`src/rtl/led_seq_pkg.sv`:
```
// led_seq_pkg: shared FSM state type, mode encodings and gap counter width for the LED sequencer.
package led_seq_pkg;
    typedef enum logic [1:0] {IDLE, START, BREATHE, GAP} state_t;
    localparam logic MODE_FWD      = 1'b0;
    localparam logic MODE_PINGPONG = 1'b1;
    localparam int   GAP_W         = 8;
endpackage

```
`src/rtl/led_sequencer_gap_timer.sv`:
```
// gap_timer: loadable down-counter that parks at zero; expired is high while the count is zero.
module gap_timer
    import led_seq_pkg::*;
(
    input  logic             clk,
    input  logic             rst,
    input  logic             load,
    input  logic [GAP_W-1:0] load_value,
    output logic [GAP_W-1:0] value,
    output logic             expired
);
    assign expired = value == '0;

    always_ff @(posedge clk or posedge rst) begin
        if (rst)
            value <= '0;
        else if (load)
            value <= load_value;
        else if (!expired)
            value <= value - GAP_W'(1);
    end
endmodule

```
`src/rtl/led_sequencer.sv`:
```
// led_sequencer: walks one breath per LED (forward chase or ping-pong) with idle gaps between breaths.
// Define LED_SEQ_ACTIVE_LOW_EN for an active-low led bus (inactive = 1, reset value all ones).
module led_sequencer
    import led_seq_pkg::*;
#(
    parameter  int N_LEDS     = 8,
    parameter  int GAP_CYCLES = 16,
    localparam int IW         = N_LEDS > 1 ? $clog2(N_LEDS) : 1
) (
    input  logic              clk,
    input  logic              rst,
    input  logic              go,
    input  logic              stop,
    input  logic              mode,
    input  logic              loop_en,
    input  logic              pwm_in,
    input  logic              done_in,
    output logic              start_out,
    output logic [N_LEDS-1:0] led,
    output logic [IW-1:0]     led_idx,
    output logic              busy,
    output logic              seq_done
);
    localparam logic [IW-1:0]    IDX_MAX  = IW'(N_LEDS - 1);
    localparam logic [GAP_W-1:0] GAP_LOAD = GAP_W'(GAP_CYCLES > 0 ? GAP_CYCLES - 1 : 0);
`ifdef LED_SEQ_ACTIVE_LOW_EN
    localparam logic [N_LEDS-1:0] LED_OFF = '1;
`else
    localparam logic [N_LEDS-1:0] LED_OFF = '0;
`endif

    state_t           state, state_next;
    logic             dir_down, mode_q, last, move_up, done_ev, dir_next;
    logic             gap_load, gap_expired, unused_gap;
    logic [IW-1:0]    idx_next;
    logic [GAP_W-1:0] gap_value;

    gap_timer u_gap (
        .clk        (clk),
        .rst        (rst),
        .load       (gap_load),
        .load_value (GAP_LOAD),
        .value      (gap_value),
        .expired    (gap_expired)
    );

    assign unused_gap = ^gap_value;
    assign done_ev    = state == BREATHE && done_in && !stop;
    assign last       = N_LEDS == 1 || (mode_q == MODE_FWD ? led_idx == IDX_MAX : dir_down && led_idx == '0);
    // Ping-pong bounces off both ends so the end LEDs are never lit twice in a row.
    assign move_up    = mode_q == MODE_FWD || led_idx == '0 || (!dir_down && led_idx != IDX_MAX);
    assign idx_next   = (N_LEDS == 1 || (mode_q == MODE_FWD && last)) ? '0
                      : move_up ? led_idx + IW'(1) : led_idx - IW'(1);
    assign dir_next   = mode_q == MODE_PINGPONG && (!move_up || idx_next == IDX_MAX);
    assign gap_load   = state == BREATHE && state_next == GAP;

    always_ff @(posedge clk or posedge rst) begin
        if (rst)
            state <= IDLE;
        else
            state <= state_next;
    end

    always_ff @(posedge clk or posedge rst) begin
        if (rst) begin
            led_idx  <= '0;
            dir_down <= 1'b0;
            mode_q   <= MODE_FWD;
            seq_done <= 1'b0;
        end else begin
            seq_done <= done_ev && last;
            if (state == IDLE && go && !stop) begin
                led_idx  <= '0;
                dir_down <= 1'b0;
                mode_q   <= mode;
            end else if (done_ev && (!last || loop_en)) begin
                led_idx  <= idx_next;
                dir_down <= dir_next;
            end
        end
    end

    always_comb begin
        state_next = state;
        case (state)
            IDLE:    state_next = go ? START : IDLE;
            START:   state_next = BREATHE;
            BREATHE: if (done_in) state_next = (last && !loop_en) ? IDLE : (GAP_CYCLES == 0 ? START : GAP);
            GAP:     state_next = gap_expired ? START : GAP;
        endcase
        if (stop)
            state_next = IDLE;
    end

    always_comb begin
        start_out = state == START;
        busy      = state != IDLE;
        led       = LED_OFF ^ ((state == BREATHE && !stop) ? N_LEDS'(pwm_in) << led_idx : '0);
    end
endmodule
```
`config.mk`:
```
export PLATFORM = sky130hd
export DESIGN_NAME = led_sequencer
export DESIGN_NICKNAME = d
export VERILOG_FILES = /design/src/rtl/led_seq_pkg.sv /design/src/rtl/led_sequencer_gap_timer.sv /design/src/rtl/led_sequencer.sv
export SDC_FILE = /design/constraint.sdc
export NUM_CORES = 1
export LEC_CHECK = 0
export ABC_CLOCK_PERIOD_IN_PS = 1800
export CAP_MARGIN = 5
export CORE_MARGIN = 3
export CORE_UTILIZATION = 40
export CTS_CLUSTER_SIZE = 8
export DETAILED_ROUTE_END_ITERATION = 10
export GPL_TIMING_DRIVEN = 0
export HOLD_SLACK_MARGIN = 0.03
export PLACE_DENSITY = 0.75
export SYNTH_ARGS = -nofsm -noshare
export SYNTH_HDL_FRONTEND = slang
export SYNTH_SLANG_ARGS = --single-unit
```
`constraint.sdc`:
```
create_clock -name clk -period 1.8 [get_ports clk]
set_input_delay 0.27 -clock clk [delete_from_list [all_inputs] [get_ports clk]]
set_output_delay 0.27 -clock clk [all_outputs]
set_load 0.01 [all_outputs]
```
==> summary.md, run 1 <==
| Metric | Value |
|---|---|
| Status | `complete, but fails checks` |
| Failing checks | `negative setup slack` |
| Vias | `1103` |
| Post-Synth Adder-Cell Area | `3.44%` |
| Gr usage total | `18.3%` |
| DR DRC count | `0` |
| Unrepaired setup endpoints after global routing | `true` |
| Final Critical Period | `1950 ps` |
| Syn Nets | `128` |
| Port-buffer cells | `21` |
| Die H | `58.2 um` |
| Clock power share | `13.7%` |
| Crit Path Class | `flip-flop to flip-flop` |
| Nets@finish | `177` |
| Synth warn | `0` |
| Slew Limit Fails | `0` |
| Mapped Cells | `117` |
| First-pass GRT wire length | `4820 um` |
| WHS | `334 ps` |
| CP endpoint kind | `flip-flop` |
| XOR/XNOR share of the synthesized area | `2.41%` |
| DR iter-0 viols | `25` |
| Starting Density | `43.2%` |
| Critical Path AT | `2130 ps` |
| Die W | `58.2 um` |
| Clk_lat worst skew | `300 ps` |
| Root buffer selected by CTS | `clkbuf_4` |
| Yosys reg bits | `16` |
| CTS tree | `yes` |
| Proportion of synthesized area in mux cells | `6.77%` |
| Placement Rows | `18` |
| Vias in the first global route | `1117` |
| Seq. cell area | `404 sq um` |
| Fin. Hold Viols | `0` |
| Seq/Total Area, Yosys | `36.7%` |
| # H-tree levels | `1` |
| Post-Place Setup Slack | `-413 ps` |
| VDD IR-drop max | `0.952 mV` |
| Synthesis-to-layout area growth | `59.6%` |
| Worst clock skew | `9.34 ps` |
| Vias/cell | `5.66` |
| IO Pins | `22` |
| Pre-antenna DRT Iters | `4` |
| Startpoint Class | `flip-flop` |
| P_sw | `723 uW` |
| Syn_area_per_cell | `9.31 sq um` |
| Post-synth EDFFs | `0` |
| Post-synth top flop | `dfrtp_1` |
| Leading cell type in the layout, fill and taps excluded | `buf_4` |
| Flop pwr share | `36.3%` |
| Area of the multi-input gates | `811 sq um` |
| Async set-reset flop share out of synthesis | `100%` |
| Largest net degree at the start of global routing | `17` |
| Leakage Power | `0.745 nW` |
| Max-cap violations | `0` |
| CTS max path bufs | `2` |
| Critical Path Fanout Max | `4` |
| Post-DR wirelength/cell | `16.7 um` |
| Initial antenna violation count | `0` |
| Total gr overflow | `0` |
| Sw Ratio | `40.2%` |
| Antenna diode count | `0` |
| Synth Area in Compound Gates | `18.4%` |
| Gate power share | `50.0%` |
| Routed Antenna Nets | `0` |
| Slew at the pin closest to its max-slew limit | `599 ps` |
| Die area | `3390 sq um` |
| Post-Synth Simple-Gate Area | `27.9%` |
| Fillcell total | `175` |
| HP Class | `input pin to async pin` |
| Final Util | `68.9%` |
| PwrDens | `1030 nW/um^2` |
| HPWL Detailed | `1960 um` |
| CP required | `1980 ps` |
| Core area | `2520 sq um` |
| Pint | `1.07 mW` |
| Layout cells sized above 1 | `41.8%` |
| Mapped Area | `1090 sq um` |
| Setup-failing EPs final | `8` |
| Clock sink count | `16` |
| Fmax | `514 MHz` |
| CTS buffer count | `3` |
| Drt total wl | `3250 um` |
| Largest family of logic cells by synthesized area | `simple AND/OR/NAND/NOR gates` |
| GPL Wtd Cong | `0.777` |
| Final period utilization | `108%` |
| Synth cell types | `47` |
| Clk slew on worst S/H paths | `100 ps` |
| Headroom to the max-slew limit | `60.0%` |
| Most frequent cells in the layout | `18 x buf_4, 13 x dfrtp_1, 12 x nand2_1, 10 x nor2_1, 10 x clkdlybuf4s50_1` |
| Worst setup margin | `-145 ps` |
-- cells by family after synthesis --
family / count (synthesis)
compound gates: 24
xor+xnor: 3
fa+ha+maj: 3
buf+inv: 10
flops: 16
mux: 7
simple gates: 54
-- power by group through the flow --
stage	logic (mW)	registers [mW]	clock network (mW)
floorplan	0.433	0.589	0
global placement	0.537	0.607	0
detailed placement	0.588	0.619	0
CTS	0.697	0.613	0.247
global route	0.959	0.664	0.265
finish	0.898	0.653	0.247
-- critical path, cell delays in order, from the launching register on --
cell and delay [ps]:
dfrtp_2 450, or2_4 280, a31oi_4 160, a31oi_4 60
ha_4 260, nor4bb_4 140, a221o_1 250, o21ai_1 140
mux2i_1 90
-- sequential cells by signal, indices dropped and copies added (netlist names) --
name	flops
u_gap.value	8
seq_done	1
mode_q	1
dir_down	1
led_idx	3
state	2
-- per-layer routing --
layer / part of all wire [%] / global-route usage [%] / vias up
met4: 2.6 / 6.62 / 0
met3: 3.0 / 4.01 / 11
met2: 52 / 33.9 / 32
met1: 42 / 20.2 / 550
met5: 0 / 0 / -
li1: - / - / 510
-- Yosys cell counts, drive strengths merged (2+ instances only) --
master  instances  area share, %
a211o           2            1.6
a21oi           3            1.4
a31oi           2            1.1
and2            3            1.7
buf             3            2.0
dfrtp          16             37
ha              3            3.4
inv             6            2.1
mux2            3            3.1
mux2i           4            3.7
nand2          14            4.8
nand2b          4            2.3
nand3           3            1.4
nand3b          2            1.4
nor2           13            4.5
nor3            3            1.8
nor3b           2            1.8
o21ai           4            1.8
or3b            2            1.6
xor2            2            1.6
-- what timing repair did --
item / 4_1_cts / 5_1_grt
hold buffers: 0 / 0
pin swaps: 7 / 6
setup endpoints to repair: 14 / 13
endpoints found under the hold margin: 0 / 0
cloned: 0 / 1
buffers inserted: 13 / 9
resized for setup: 39 / 33
-- area by class of cell --
class | count | area share (%)
clock buffers | 4 | 2.09
flip-flops and latches | 16 | 23.2
plain buffers | 4 | 2.52
well taps | 30 | 2.16
multi-input cells | 91 | 46.6
inverters | 6 | 1.29
repair buffers | 44 | 22.1
-- path summary, 6_finish.rpt --
kind | start | end | slack, ps | cells past startpoint
max | led_idx[2] | dir_down | -150 | 8
min | rst | u_gap.value[2] | 330 | 2
max reg2reg | led_idx[2] | dir_down | -150 | 8
min reg2reg | u_gap.value[2] | u_gap.value[2] | 620 | 1
max in group asynchronous | rst | led_idx[2] | 1030 | 2
min in group clk | stop | state[0] | 400 | 2
-- per-stage QoR --
stage,TNS (ps),instance area [sq um],power (mW),std cells
finish,-444,1740,1.80,195
global route,-1270,1740,1.89,195
detailed placement,-3790,1360,1.21,168
floorplan,-167,1110,1.02,117
global placement,-3050,1360,1.14,168
CTS,-373,1530,1.56,185
Power figures use the tool's default switching activity.
==> run 2, diff against run 1 <==
--- a/config.mk
+++ b/config.mk
@@ -5,7 +5,7 @@
 export SDC_FILE = /design/constraint.sdc
 export NUM_CORES = 1
 export LEC_CHECK = 0
-export ABC_CLOCK_PERIOD_IN_PS = 1800
+export ABC_CLOCK_PERIOD_IN_PS = 1790
 export CAP_MARGIN = 5
 export CORE_MARGIN = 3
 export CORE_UTILIZATION = 40
@@ -13,7 +13,7 @@
 export DETAILED_ROUTE_END_ITERATION = 10
 export GPL_TIMING_DRIVEN = 0
 export HOLD_SLACK_MARGIN = 0.03
-export PLACE_DENSITY = 0.75
+export PLACE_DENSITY = 0.73
 export SYNTH_ARGS = -nofsm -noshare
 export SYNTH_HDL_FRONTEND = slang
 export SYNTH_SLANG_ARGS = --single-unit
==> constraint.sdc (replaced) <==
create_clock -name clk -period 1.79 [get_ports clk]
set_input_delay 0.2685 -clock clk [delete_from_list [all_inputs] [get_ports clk]]
set_output_delay 0.2685 -clock clk [all_outputs]
set_load 0.01 [all_outputs]
==> summary.md, run 2 (same netlist as run 1, synthesis figures left out) <==
| Metric | Value |
|---|---|
| Synthesis-to-layout area growth | `42.9%` |
| DR DRC count | `0` |
| Reg-to-Reg End | `dir_down` |
| Crit path from | `led_idx[0]` |
| Placed cell area | `1360 sq um` |
| DR iter-0 viols | `22` |
| Final Util | `61.8%` |
| Placement Rows | `18` |
| Most frequent cells in the layout | `14 x nand2_1, 14 x dfrtp_1, 11 x buf_4, 10 x nor2_1, 10 x clkdlybuf4s50_1` |
| CTS tree | `yes` |
| Die H | `58.2 um` |
| Vias/cell | `5.45` |
| Worst clock skew | `2.40 ps` |
| Sw Ratio | `38.0%` |
| Slew Limit Fails | `0` |
| Top reg by flops | `u_gap.value` |
| Reg2reg start | `led_idx[0]` |
| # H-tree levels | `1` |
| HP Class | `input pin to async pin` |
| Antenna diode count | `0` |
| Fmax | `522 MHz` |
| Area of the multi-input gates | `718 sq um` |
| Starting Density | `43.2%` |
| PwrDens | `1030 nW/um^2` |
| Number of flip-flops in the largest register | `8` |
| Core area | `2520 sq um` |
| Setup-failing EPs final | `4` |
| Worst path cell trace | `or2_4 -> a31oi_1 -> a31oi_1 -> ha_2 -> nor4bb_1 -> a221o_1 -> o21ai_1 -> mux2i_1` |
| P_sw | `607 uW` |
| Startpoint Class | `flip-flop` |
| WHS | `340 ps` |
| Slowest stage delay, CP | `440 ps` |
| Initial antenna violation count | `0` |
| CP most frequent cell | `a31oi_1` |
| Pint | `993 uW` |
| Drt total wl | `2500 um` |
| Vias | `1013` |
| Die W | `58.2 um` |
| Gate power share | `45.6%` |
| Final period utilization | `107%` |
| Clock sink count | `16` |
| Failing checks | `negative setup slack` |
| HPWL Detailed | `1710 um` |
| Post-Place Setup Slack | `-397 ps` |
| CP required | `2010 ps` |
| Final Critical Period | `1920 ps` |
| Pre-antenna DRT Iters | `4` |
| Top flop regs | `u_gap.value (8), led_idx (3), state (2)` |
| Headroom to the max-slew limit | `58.5%` |
| Reg2reg path depth | `8` |
| Worst setup margin | `-126 ps` |
| Seq. cell area | `403 sq um` |
| CTS Hold Bufs | `0` |
| Nets@finish | `168` |
| Max-cap violations | `0` |
| CTS max path bufs | `2` |
| Layout cells sized above 1 | `35.3%` |
| Die area | `3390 sq um` |
| GPL Wtd Cong | `0.800` |
| Fin. Hold Viols | `0` |
| CTS buffer count | `3` |
| Slew at the pin closest to its max-slew limit | `622 ps` |
| IO Pins | `22` |
| Unrepaired setup endpoints after global routing | `true` |
| Status | `complete, but fails checks` |
| Clk_lat worst skew | `290 ps` |
| Port-buffer cells | `21` |
| Fillcell total | `203` |
| VDD IR-drop max | `0.990 mV` |
| Clk slew on worst S/H paths | `100 ps` |
| Gr usage total | `16.0%` |
| Vias in the first global route | `934` |
| Reg2Reg Setup Slack | `-130 ps` |
| Setup TNS | `-360 ps` |
| CP endpoint kind | `flip-flop` |
| Critical Path AT | `2140 ps` |
| Design Area, Final | `1560 sq um` |
| Critical path's slowest cell | `dfrtp_2` |
| Clock power share | `15.4%` |
| Critical Path Fanout Max | `3` |
| Flop pwr share | `39.0%` |
| Root buffer selected by CTS | `clkbuf_4` |
| Crit Path Class | `flip-flop to flip-flop` |
| Largest net degree at the start of global routing | `17` |
| First-pass GRT wire length | `4220 um` |
| Leakage Power | `0.698 nW` |
| Total gr overflow | `0` |
| Routed Antenna Nets | `0` |
| Post-DR wirelength/cell | `13.4 um` |
-- run 2: changes by cell type in the layout (fill, tap and decap cells not counted), sizes merged --
| cell | change |
|---|---|
| dlygate4sd2 | -2 |
| clkbuf | +1 |
| buf | -8 |
| clkdlybuf4s15 | -1 |
| dlymetal6s2s | +1 |
-- run 2: timing repair --
action | CTS | global route
pin swaps | 7 | 9
setup buffers | 12 | 3
resized for setup | 32 | 23
setup endpoints to repair | 14 | 13
-- run 2: worst max-delay path by stage --
stage | cells past startpoint | slack (ps) | to
floorplan | 8 | -100 | led_idx[2]
global placement | 5 | -370 | led[3]
detailed placement | 5 | -400 | led[0]
CTS | 8 | -140 | dir_down
global route | 8 | -230 | led_idx[2]
finish | 8 | -130 | dir_down
-- run 2: cell type report --
| cell class | instances | share of cell area [%] |
|---|---|---|
| repair buffers | 36 | 19.9 |
| multi-input cells | 91 | 46.1 |
| plain buffers | 3 | 1.93 |
| well taps | 30 | 2.41 |
| inverters | 6 | 1.45 |
| clock buffers | 4 | 2.33 |
| flip-flops and latches | 16 | 25.9 |
-- run 2: power by group through the flow --
stage	Combinational (mW)	Sequential [mW]	Clock, mW
after floorplan	0.435	0.592	0
after global placement	0.540	0.609	0
after detailed placement	0.558	0.617	0
after CTS	0.649	0.602	0.250
after global routing	0.814	0.647	0.275
final	0.730	0.625	0.246
-- run 2: worst max-delay path: cells and delay by family, from the launching register on --
| kind | cells | cell delay, ps |
|---|---|---|
| flip-flops | 1 | 440 |
| AO/OA/AOI/OAI | 4 | 410 |
| AND/OR/NAND/NOR | 2 | 520 |
| multiplexers | 1 | 140 |
| adder cells (fa/ha/maj) | 1 | 340 |
-- run 2: routing by layer --
metal	up-vias	wire [um]	track usage [%]
met4	0	40	6.62
met2	19	1210	24.8
li1	498	-	-
met1	491	1180	21.8
met3	5	70	3.12
met5	-	0	0
-- run 2: through the flow --
step / power [mW] / cells
after detailed placement: 1.17 / 168
after CTS: 1.50 / 184
final: 1.60 / 186
after floorplan: 1.03 / 117
after global routing: 1.74 / 186
after global placement: 1.15 / 168
==> run 3, diff against run 2 <==
--- a/config.mk
+++ b/config.mk
@@ -9,11 +9,12 @@
 export CAP_MARGIN = 5
 export CORE_MARGIN = 3
 export CORE_UTILIZATION = 40
-export CTS_CLUSTER_SIZE = 8
+export CTS_CLUSTER_SIZE = 16
 export DETAILED_ROUTE_END_ITERATION = 10
 export GPL_TIMING_DRIVEN = 0
 export HOLD_SLACK_MARGIN = 0.03
 export PLACE_DENSITY = 0.73
+export SETUP_SLACK_MARGIN = 0.4
 export SYNTH_ARGS = -nofsm -noshare
 export SYNTH_HDL_FRONTEND = slang
 export SYNTH_SLANG_ARGS = --single-unit
==> summary.md, run 3 (same netlist as run 1, synthesis figures left out) <==
| Metric | Value |
|---|---|
| Clock sink count | `16` |
| Pre-antenna DRT Iters | `4` |
| Post-Place Setup Slack | `-366 ps` |
| Fin. Hold Viols | `0` |
| Fmax | `500 MHz` |
| # H-tree levels | `1` |
| Post-DR wirelength/cell | `16.2 um` |
| VDD IR-drop max | `1.15 mV` |
| Headroom to the max-slew limit | `57.3%` |
| Vias/cell | `5.54` |
| Reg2reg path depth | `8` |
| CTS max path bufs | `2` |
| CTS Hold Bufs | `0` |
| Number of flip-flops in the largest register | `8` |
| Clk slew on worst S/H paths | `110 ps` |
| Setup-failing EPs final | `20` |
| CTS buffer count | `3` |
| Drt total wl | `3210 um` |
| Top flop regs | `u_gap.value (8), led_idx (3), state (2)` |
| Gr usage total | `18.7%` |
| Synthesis-to-layout area growth | `60.7%` |
| Layer with the highest usage | `met2` |
| DR DRC count | `0` |
| Reg2reg start | `led_idx[2]` |
| Slew Limit Fails | `0` |
| Antenna diode count | `0` |
| Total gr overflow | `0` |
| CP endpoint kind | `flip-flop` |
| Starting Density | `43.2%` |
| Leakage Power | `0.778 nW` |
| Worst clock skew | `14.8 ps` |
| Final Util | `69.4%` |
| Critical Path AT | `2210 ps` |
| Routed Antenna Nets | `0` |
| Clk_lat worst skew | `310 ps` |
| Nets@finish | `180` |
| Post-Layout Cell Count | `198` |
| CTS tree | `yes` |
| Final Critical Period | `2000 ps` |
| Max-cap violations | `0` |
| Root buffer selected by CTS | `clkbuf_4` |
| Placement Rows | `18` |
| Vias | `1097` |
| Worst path cell trace | `or2_4 -> a31oi_2 -> a31oi_1 -> ha_2 -> or3b_4 -> a21oi_2 -> a211o_1 -> mux2i_1` |
| PwrDens | `999 nW/um^2` |
| Layout cells sized above 1 | `53.0%` |
| Cells after DPL | `168` |
| Status | `complete, but fails checks` |
| Port-buffer cells | `21` |
| Leading cell type in the layout, fill and taps excluded | `buf_6` |
| Slowest stage delay, CP | `450 ps` |
| CP required | `2000 ps` |
| Die area | `3390 sq um` |
| Core area | `2520 sq um` |
| Met1 Usage GRT | `24.7%` |
| GPL Wtd Cong | `0.751` |
| Die H | `58.2 um` |
| Crit path from | `led_idx[2]` |
| Slew at the pin closest to its max-slew limit | `639 ps` |
| Critical Path Fanout Max | `7` |
| Crit Path Class | `flip-flop to flip-flop` |
| Die W | `58.2 um` |
| Met3 Resource Use GR | `4.45%` |
| WHS | `325 ps` |
| DR iter-0 viols | `32` |
| Critical path's slowest cell | `dfrtp_2` |
| HP Class | `input pin to async pin` |
| HPWL Detailed | `1710 um` |
| Startpoint Class | `flip-flop` |
| Initial antenna violation count | `0` |
| Vias in the first global route | `1060` |
| Worst setup margin | `-209 ps` |
| Largest net degree at the start of global routing | `17` |
| Total chip power | `1.75 mW` |
| First-pass GRT wire length | `4780 um` |
| GRT met2 Usage | `28.5%` |
| Failing checks | `negative setup slack` |
| IO Pins | `22` |
| Final period utilization | `112%` |
| Most frequent cells in the layout | `18 x buf_6, 16 x buf_4, 14 x dfrtp_1, 11 x nand2_1, 7 x buf_2` |
| Unrepaired setup endpoints after global routing | `true` |
| Top reg by flops | `u_gap.value` |
[run 3: changes by cell type in the layout (fill, tap and decap cells not counted), moves of 2 or more]
cell / before / now
nor2_4: 1 / 4
buf_2: 3 / 7
nand3_1: 2 / 0
nand2_1: 14 / 11
clkbuf_2: 3 / 1
and2_4: 0 / 2
o21ai_0: 3 / 1
buf_4: 11 / 16
nor2_2: 2 / 4
nand2_2: 0 / 3
clkdlybuf4s50_1: 10 / 6
and2_1: 3 / 1
buf_6: 7 / 18
nor2_1: 10 / 5
[run 3: final cells by class]
cell class / instances / area [sq um]
buffer: 4 / 37.5
clock buffer: 4 / 36.3
fill: 170 / 771
inverter: 6 / 22.5
multi-input combinational: 91 / 801
sequential: 16 / 403
tap: 30 / 37.5
timing repair buffer: 47 / 414
[run 3: metal layers]
metal / vias up / wire (um)
met1: 535 / 1410
li1: 524 / -
met2: 32 / 1590
met4: 0 / 76
met5: - / 0
met3: 6 / 127
[run 3: through the flow]
| step | setup TNS [ps] | cell area (sq um) |
|---|---|---|
| 3_3_place_gp | -3180 | 1380 |
| 5_1_grt | -3470 | 1750 |
| 2_1_floorplan | -187 | 1130 |
| 6_report | -2150 | 1750 |
| 4_1_cts | -689 | 1640 |
| 3_5_place_dp | -3330 | 1380 |
[run 3: worst paths after layout]
kind / endpoint / slack (ps)
max reg2reg: led_idx[2] / -210
max: led_idx[2] / -210
min in group clk: state[0] / 370
min reg2reg: u_gap.value[2] / 580
max in group asynchronous: led_idx[0] / 1020
min: led_idx[1] / 320
[run 3: critical path, delay by kind of cell (launching register included)]
family | cells | cell delay [ps]
and+or+nand+nor | 2 | 640
AOI/OAI and AO/OA | 4 | 510
DFF | 1 | 450
adders and majority gates | 1 | 240
muxes | 1 | 60
[run 3: timing repair]
action | 4_1_cts | 5_1_grt
gates cloned | 1 | 0
pin swaps | 14 | 8
gates resized for setup | 75 | 31
endpoints found under the setup margin | 28 | 29
setup buffers | 20 | 5
[run 3: where the power goes]
group	switching (mW)	internal, mW	total, mW
Combinational	0.382	0.485	0.867
Clock	0.134	0.124	0.259
Sequential	0.151	0.475	0.625
Total	0.667	1.08	1.75
